**src/rtl/mux_arb.sv**
```systemverilog
`timescale 1ns/1ps
// mux_arb: packet-level round-robin arbiter for a 2:1 wormhole flit mux.
// Holds a grant from HEAD to TAIL, counts completed packets and breaks stalled locks with a watchdog.
module mux_arb #(
    parameter int TYPEW   = 2,
    parameter int CNTW    = 16,
    parameter int TIMEOUT = 16
) (
    input  logic             clk,
    input  logic             rst_,
    input  logic             ivalid_0,
    input  logic [TYPEW-1:0] itype_0,
    input  logic             ivalid_1,
    input  logic [TYPEW-1:0] itype_1,
    input  logic             iready,
    output logic [1:0]       sel,
    output logic             oack_0,
    output logic             oack_1,
    output logic             xfer,
    output logic             busy,
    output logic             err,
    output logic [CNTW-1:0]  pktcnt_0,
    output logic [CNTW-1:0]  pktcnt_1
);

    localparam logic [TYPEW-1:0] T_NONE = TYPEW'(0);
    localparam logic [TYPEW-1:0] T_HEAD = TYPEW'(1);
    localparam logic [TYPEW-1:0] T_TAIL = TYPEW'(3);

    // The watchdog only ever holds 0..TIMEOUT-1: reaching TIMEOUT is the release itself.
    localparam int             WDW     = (TIMEOUT > 1) ? $clog2(TIMEOUT) : 1;
    localparam logic [WDW-1:0] WD_LAST = WDW'((TIMEOUT > 0) ? TIMEOUT - 1 : 0);

    typedef enum logic {
        IDLE = 1'b0,
        LOCK = 1'b1
    } state_t;

    state_t          state_q, state_d;
    logic            owner_q, owner_d;
    logic            last_q, last_d;
    logic            first_q, first_d;
    logic [WDW-1:0]  wdog_q, wdog_d;
    logic [1:0]      sel_q, sel_d;
    logic            err_q, err_d;
    logic [CNTW-1:0] pktcnt_0_q, pktcnt_0_d;
    logic [CNTW-1:0] pktcnt_1_q, pktcnt_1_d;

    logic             req_0, req_1;
    logic             grant;
    logic             own_valid;
    logic [TYPEW-1:0] own_type;
    logic             xfer_c;

    assign req_0     = ivalid_0 && (itype_0 == T_HEAD);
    assign req_1     = ivalid_1 && (itype_1 == T_HEAD);
    assign own_valid = owner_q ? ivalid_1 : ivalid_0;
    assign own_type  = owner_q ? itype_1 : itype_0;

    // NOTE: every signal written here gets a default first, so no path can infer a latch.
    always_comb begin
        state_d    = state_q;
        owner_d    = owner_q;
        last_d     = last_q;
        first_d    = first_q;
        wdog_d     = wdog_q;
        sel_d      = sel_q;
        err_d      = 1'b0;
        pktcnt_0_d = pktcnt_0_q;
        pktcnt_1_d = pktcnt_1_q;
        grant      = 1'b0;
        xfer_c     = 1'b0;

        case (state_q)
            IDLE: begin
                if (req_0 || req_1) begin
                    grant   = (req_0 && req_1) ? ~last_q : req_1;
                    state_d = LOCK;
                    owner_d = grant;
                    sel_d   = grant ? 2'b10 : 2'b01;
                    first_d = 1'b1;
                    wdog_d  = '0;
                end
            end
            LOCK: begin
                xfer_c = own_valid && iready;
                if (xfer_c) begin
                    wdog_d  = '0;
                    first_d = 1'b0;
                    // Only the opening flit may legitimately be HEAD; a stray HEAD/NONE is flagged but forwarded.
                    if (!first_q && (own_type == T_HEAD || own_type == T_NONE)) begin
                        err_d = 1'b1;
                    end
                    if (own_type == T_TAIL) begin
                        state_d = IDLE;
                        sel_d   = 2'b00;
                        last_d  = owner_q;
                        if (owner_q) begin
                            pktcnt_1_d = pktcnt_1_q + CNTW'(1);
                        end else begin
                            pktcnt_0_d = pktcnt_0_q + CNTW'(1);
                        end
                    end
                end else if (TIMEOUT != 0) begin
                    if (wdog_q == WD_LAST) begin
                        state_d = IDLE;
                        sel_d   = 2'b00;
                        err_d   = 1'b1;
                        last_d  = owner_q;
                    end else begin
                        wdog_d = wdog_q + WDW'(1);
                    end
                end
            end
            default: state_d = IDLE;
        endcase
    end

    // NOTE: sequential state uses non-blocking assignments so all flops update together at the edge.
    always_ff @(posedge clk or negedge rst_) begin
        if (!rst_) begin
            state_q    <= IDLE;
            owner_q    <= 1'b0;
            last_q     <= 1'b1;
            first_q    <= 1'b0;
            wdog_q     <= '0;
            sel_q      <= 2'b00;
            err_q      <= 1'b0;
            pktcnt_0_q <= '0;
            pktcnt_1_q <= '0;
        end else begin
            state_q    <= state_d;
            owner_q    <= owner_d;
            last_q     <= last_d;
            first_q    <= first_d;
            wdog_q     <= wdog_d;
            sel_q      <= sel_d;
            err_q      <= err_d;
            pktcnt_0_q <= pktcnt_0_d;
            pktcnt_1_q <= pktcnt_1_d;
        end
    end

    // Acks are zero whenever IDLE, which reset forces asynchronously.
    assign xfer     = xfer_c;
    assign oack_0   = xfer_c && !owner_q;
    assign oack_1   = xfer_c && owner_q;
    assign sel      = sel_q;
    assign busy     = (state_q == LOCK);
    assign err      = err_q;
    assign pktcnt_0 = pktcnt_0_q;
    assign pktcnt_1 = pktcnt_1_q;

endmodule
```
**config.mk**
```make
export PLATFORM = sky130hd
export DESIGN_NAME = mux_arb
export DESIGN_NICKNAME = d
export VERILOG_FILES = /design/src/rtl/mux_arb.sv
export SDC_FILE = /design/constraint.sdc
export NUM_CORES = 1
export LEC_CHECK = 0
export CAP_MARGIN = 25
export CORE_MARGIN = 3
export CORE_UTILIZATION = 40
export CTS_BUF_LIST = sky130_fd_sc_hd__clkbuf_4
export CTS_CLUSTER_SIZE = 16
export DETAILED_ROUTE_END_ITERATION = 12
export PLACE_DENSITY = 0.72
export SLEW_MARGIN = 10
export SYNTH_ARGS = -nofsm -noshare
export SYNTH_HDL_FRONTEND = slang
export SYNTH_SLANG_ARGS = --single-unit
```
**constraint.sdc**
```tcl
create_clock -name clk -period 2.2 [get_ports clk]
set_input_delay 0.44 -clock clk [delete_from_list [all_inputs] [get_ports clk]]
set_output_delay 0.44 -clock clk [all_outputs]
set_load 0.05 [all_outputs]
```
-- Word-level counts from Yosys, hierarchy flattened
Index checks and enable logic that the tools add are counted.
- memories: 0
- output and inout bits: 39
- ROM bits: 0
- latch bits: 0
- input port bits: 9
- memory bits (writable): 0
- word-level logic and storage cells: 75
- register bits: 43
- div/mod/pow operators: 0
- add/subtract/negate cells: 3
- multipliers: 0
- reduce and logical (&&, ||, !) cells: 20
- bitwise operators: 3
- multiplexer cells: 29
- equal/unequal tests: 11
- shifts and indexed selects: 0
- magnitude comparators: 0
- operators with widths (cell ; count):
    $add 16x1->16 const B ; 2
    $mux 1 ; 16
    $mux 2 ; 6
    $mux 4 ; 3
    $pmux 4 s2 ; 1
    $reduce_and 4->1 ; 2
    $logic_and 1x1->1 ; 7
    $eq 2x1->1 const B ; 3
    $reduce_and 2->1 ; 3
    $reduce_and 3->1 ; 2
    $add 4x1->4 const B ; 1
    $eq 4x4->1 const B ; 1
    $ne 2x1->1 const B ; 2
    $pmux 1 s2 ; 2
    $pmux 2 s2 ; 1
    $ne 3x1->1 const B ; 1
    $ne 3x2->1 const B ; 1
    $ne 3x3->1 const B ; 1
    $not 1->1 ; 3
    $eq 2x2->1 const B ; 1
    $logic_not 1->1 ; 2
    $logic_not 2->1 ; 1
    $logic_or 1x1->1 ; 2
    $ne 2x2->1 const B ; 1
    $reduce_bool 2->1 ; 1

-- Longest topological paths before layout
- word-level depth: 7
- mapped depth: 5
- mapped depth without buffers: 5

-- Least setup slack after synthesis
Ideal clock, no wire load.
- path kind: flip-flop to output port
- start: register state_q (netlist: busy)
- end: output port oack_1
- data required time: 1.760 ns
- path buffers: 1
- path slack: -0.552 ns
- data arrival time: 2.312 ns
- stages on the path, launching flop included: 5
- cell sequence: dfrtp_1 -> buf_2 -> nand2_1 -> nor2_1 -> and2_1
- word-level cells in the longest chain between the ends: 2
- RTL lines (element ; line ; RTL):
    start: declaration ; 39 ; state_t state_q, state_d;
    start signal: assignment ; 132 ; state_q <= state_d;
    $mux 1 ; 74 ; case (state_q)
    named net xfer ; 19 ; output logic xfer,
    $logic_and 1x1->1 ; 147 ; assign oack_1 = xfer_c && owner_q;
    end: declaration ; 18 ; output logic oack_1,
The timed path passes the listed nets, and every way through them passes these cells.

-- Worst setup path after layout
- start: input port ivalid_1
- end: output port oack_1
- word-level cells in the longest chain between the ends: 4
- RTL lines (element ; line ; RTL):
    start: declaration ; 13 ; input logic ivalid_1,
    $mux 1 ; 57 ; assign own_valid = owner_q ? ivalid_1 : ivalid_0;
    $logic_and 1x1->1 ; 86 ; xfer_c = own_valid && iready;
    $mux 1 ; 74 ;
    $logic_and 1x1->1 ; 147 ;
Every way passes these cells.

==> flow_metrics.env <==
export IMPL_p_per_area_nw_per_um2=916
export IMPL_max_freq_mhz=477
export IMPL_synthSimpleGateAreaFrac_pct=20.9
export IMPL_drt_initial_drc_count=51
export IMPL_synth_compound_area_share_pct=6.86
export IMPL_required_ps=1760
export IMPL_synth_mux_area_share_pct=2.69
export IMPL_cts_made_buffers=5
export IMPL_wirelength_um=4030
export IMPL_path_max_fanout=4
export IMPL_grt_pass1_vias=1533
export IMPL_fillers=448
export IMPL_grt_overflow_total=0
export IMPL_post_dp_cell_area_sq_um=2650
export IMPL_hold_class="in2async"
export IMPL_ir_drop_mv=0.584
export IMPL_slew_headroom_pct=64.3
export IMPL_synth_seq_cells=43
export IMPL_cts_tree="built"
export IMPL_firstDrtPassIters=4
export IMPL_start_util_pct=42.4
export IMPL_die_area_sq_um=6000
export IMPL_start_kind="input port"
export IMPL_arrival_ps=1660
export IMPL_ios=48
export IMPL_synth_cells=177
export IMPL_antenna_found_initial=0
export IMPL_num_vias=1544
export IMPL_synth_xor_area_share_pct=13.3
export IMPL_insertion_delay_ps=340
export IMPL_synth_cell_types=40
export IMPL_antenna_cells=0
export IMPL_rows=25
export IMPL_grt_pass1_wl_um=7170
export IMPL_final_cell_mix="41 x dfrtp_1, 41 x clkdlybuf4s50_1, 21 x xnor2_1"
export IMPL_synth_top_family_by_area="simple AND/OR/NAND/NOR gates"
export IMPL_cts_root_buf="clkbuf_4"
export IMPL_synth_edf_count=0
export IMPL_finalPower_mw=2.50
export IMPL_dominantRegCellSynth="dfrtp_1"
export IMPL_final_cells=302
export IMPL_syn_nets=189
export IMPL_tightest_slew_ps=535
export IMPL_place_congestion=0.773
export IMPL_clockBufferDepth=2
export IMPL_run_status="finished, final reports clean"
export IMPL_crit_path_end_kind="output pin"
export IMPL_hold_viol=0
export IMPL_clock_skew_ps=8.39
export IMPL_synth_fa_ha_area_share_pct=1.84
export IMPL_rsz0062_at_grt="no"
export IMPL_die_y_um=77.5
export IMPL_finalMaxSlewViolations=0
export IMPL_ys_async_sr_fraction_pct=100
export IMPL_dp_slack_ps=15.9
export IMPL_cts_clk_slew_worst_paths_ps=120
export IMPL_dieWidth_um=77.5
export IMPL_coreArea_sq_um=4820
export IMPL_hpwlAfterDp_um=3060
export IMPL_synth_warnings=0
export IMPL_synth_seq_area_share_pct=52.7
export IMPL_post_cts_buffers=0
export IMPL_grtUsageTotal_pct=14.7
export IMPL_syn_cell_area_sq_um=2040
export IMPL_utilization_pct=56.6
export IMPL_synth_avg_cell_area_sq_um=11.5
export IMPL_grt_max_degree=44
export IMPL_ant_nets=0
export IMPL_h_tree_depth=2
export IMPL_drc=0
export IMPL_setup_viol=0
export IMPL_dp_cells=294
export IMPL_worst_slack_ps=104
export IMPL_flow_area_growth_from_synthesis_pct=33.6
export IMPL_wire_per_inst_um=13.4
export IMPL_drt_vias_per_instance=5.11
export IMPL_clkSinkCount=43
export IMPL_nNetsFinal=246
export IMPL_drive_above_1_share_pct=14.5
export IMPL_final_area_sq_um=2730
export IMPL_min_period_ps=2100
export IMPL_io_buffers=47
export IMPL_leakage_nw=1.23
export IMPL_setup_worst_path_class="in2out"
export IMPL_min_period_over_period_pct=95.3
export IMPL_maxCapViolCount=0
what timing repair did:
| action | in CTS | in global routing |
|---|---|---|
| endpoints found under the hold margin | 0 | 0 |
| gates resized for setup | 0 | 2 |
| hold buffers | 0 | 0 |
| setup endpoints to repair | 0 | 2 |
where the power goes:
group | switching (mW) | total [mW] | internal (mW)
Clock | 0.249 | 0.483 | 0.234
Combinational | 0.543 | 0.919 | 0.375
Sequential | 0.169 | 1.10 | 0.928
synthesized netlist by cell type (2+ instances only):
cell	number	area, sq um
a21o_1	3	22.5
a21oi_1	3	15.0
a31o_2	2	17.5
a32o_1	2	20.0
and3_1	3	18.8
dfrtp_1	42	1050
ha_1	3	37.5
inv_1	5	18.8
mux2_2	4	45.0
nand2_1	12	45.0
nand3_1	12	60.1
nand4_1	11	68.8
nor2_1	11	41.3
nor3_1	4	20.0
nor3b_1	3	22.5
nor4_4	2	42.5
o22ai_1	2	12.5
or3_1	2	12.5
xnor2_1	21	184
xor2_1	10	87.6
final timing paths:
check,cells past startpoint,endpoint,slack (ps),from
min in group clk,1,pktcnt_0[15]$_DFFE_PN0P_,470,pktcnt_0[15]$_DFFE_PN0P_
setup / recovery,5,oack_1,100,ivalid_1
setup reg to reg,5,last_q$_DFFE_PN1P_,480,owner_q$_DFFE_PN0P_
max in group asynchronous,2,owner_q$_DFFE_PN0P_,1650,rst_
hold / removal,2,pktcnt_0[1]$_DFFE_PN0P_,140,rst_
hold reg to reg,1,pktcnt_0[15]$_DFFE_PN0P_,470,pktcnt_0[15]$_DFFE_PN0P_
stage by stage:
stage               TNS, ps  hold WS (ps)
finish                    0           142
global route              0           169
CTS                       0           156
detailed placement        0           464
global placement          0           460
floorplan              -276           144
critical path, cell delays in order:
cell,delay (ps)
clkdlybuf4s50_1,510
mux2i_1,290
nor2_2,80
and2_1,190
buf_12,150
layout make-up:
class	count	area, sq um	area share (%)
well taps	67	83.8	3.07
inverters	5	18.8	0.688
flip-flops and latches	43	1080	39.5
clock buffers	5	37.5	1.38
clock inverters	3	38.8	1.42
multi-input cells	127	938	34.4
repair buffers	52	533	19.5
per-layer routing:
layer / wire [um] / global-route usage (%)
met5: 0 / 0
met4: 33 / 5.34
met3: 205 / 3.83
met2: 1850 / 23.1
met1: 1950 / 19.5
registers in the layout (all words and copies together) (netlist names):
register and count:
owner_q 1, sel 2, wdog_q 4, pktcnt_0 16, first_q 1, busy 1
err 1, pktcnt_1 16, last_q 1
kinds of logic after synthesis:
| family | count (synthesis) |
|---|---|
| compound gates | 18 |
| xor+xnor | 31 |
| flops | 43 |
| buf+inv | 7 |
| simple gates | 70 |
| fa+ha+maj | 3 |
| mux | 5 |
(Power assumes the default switching activity.)
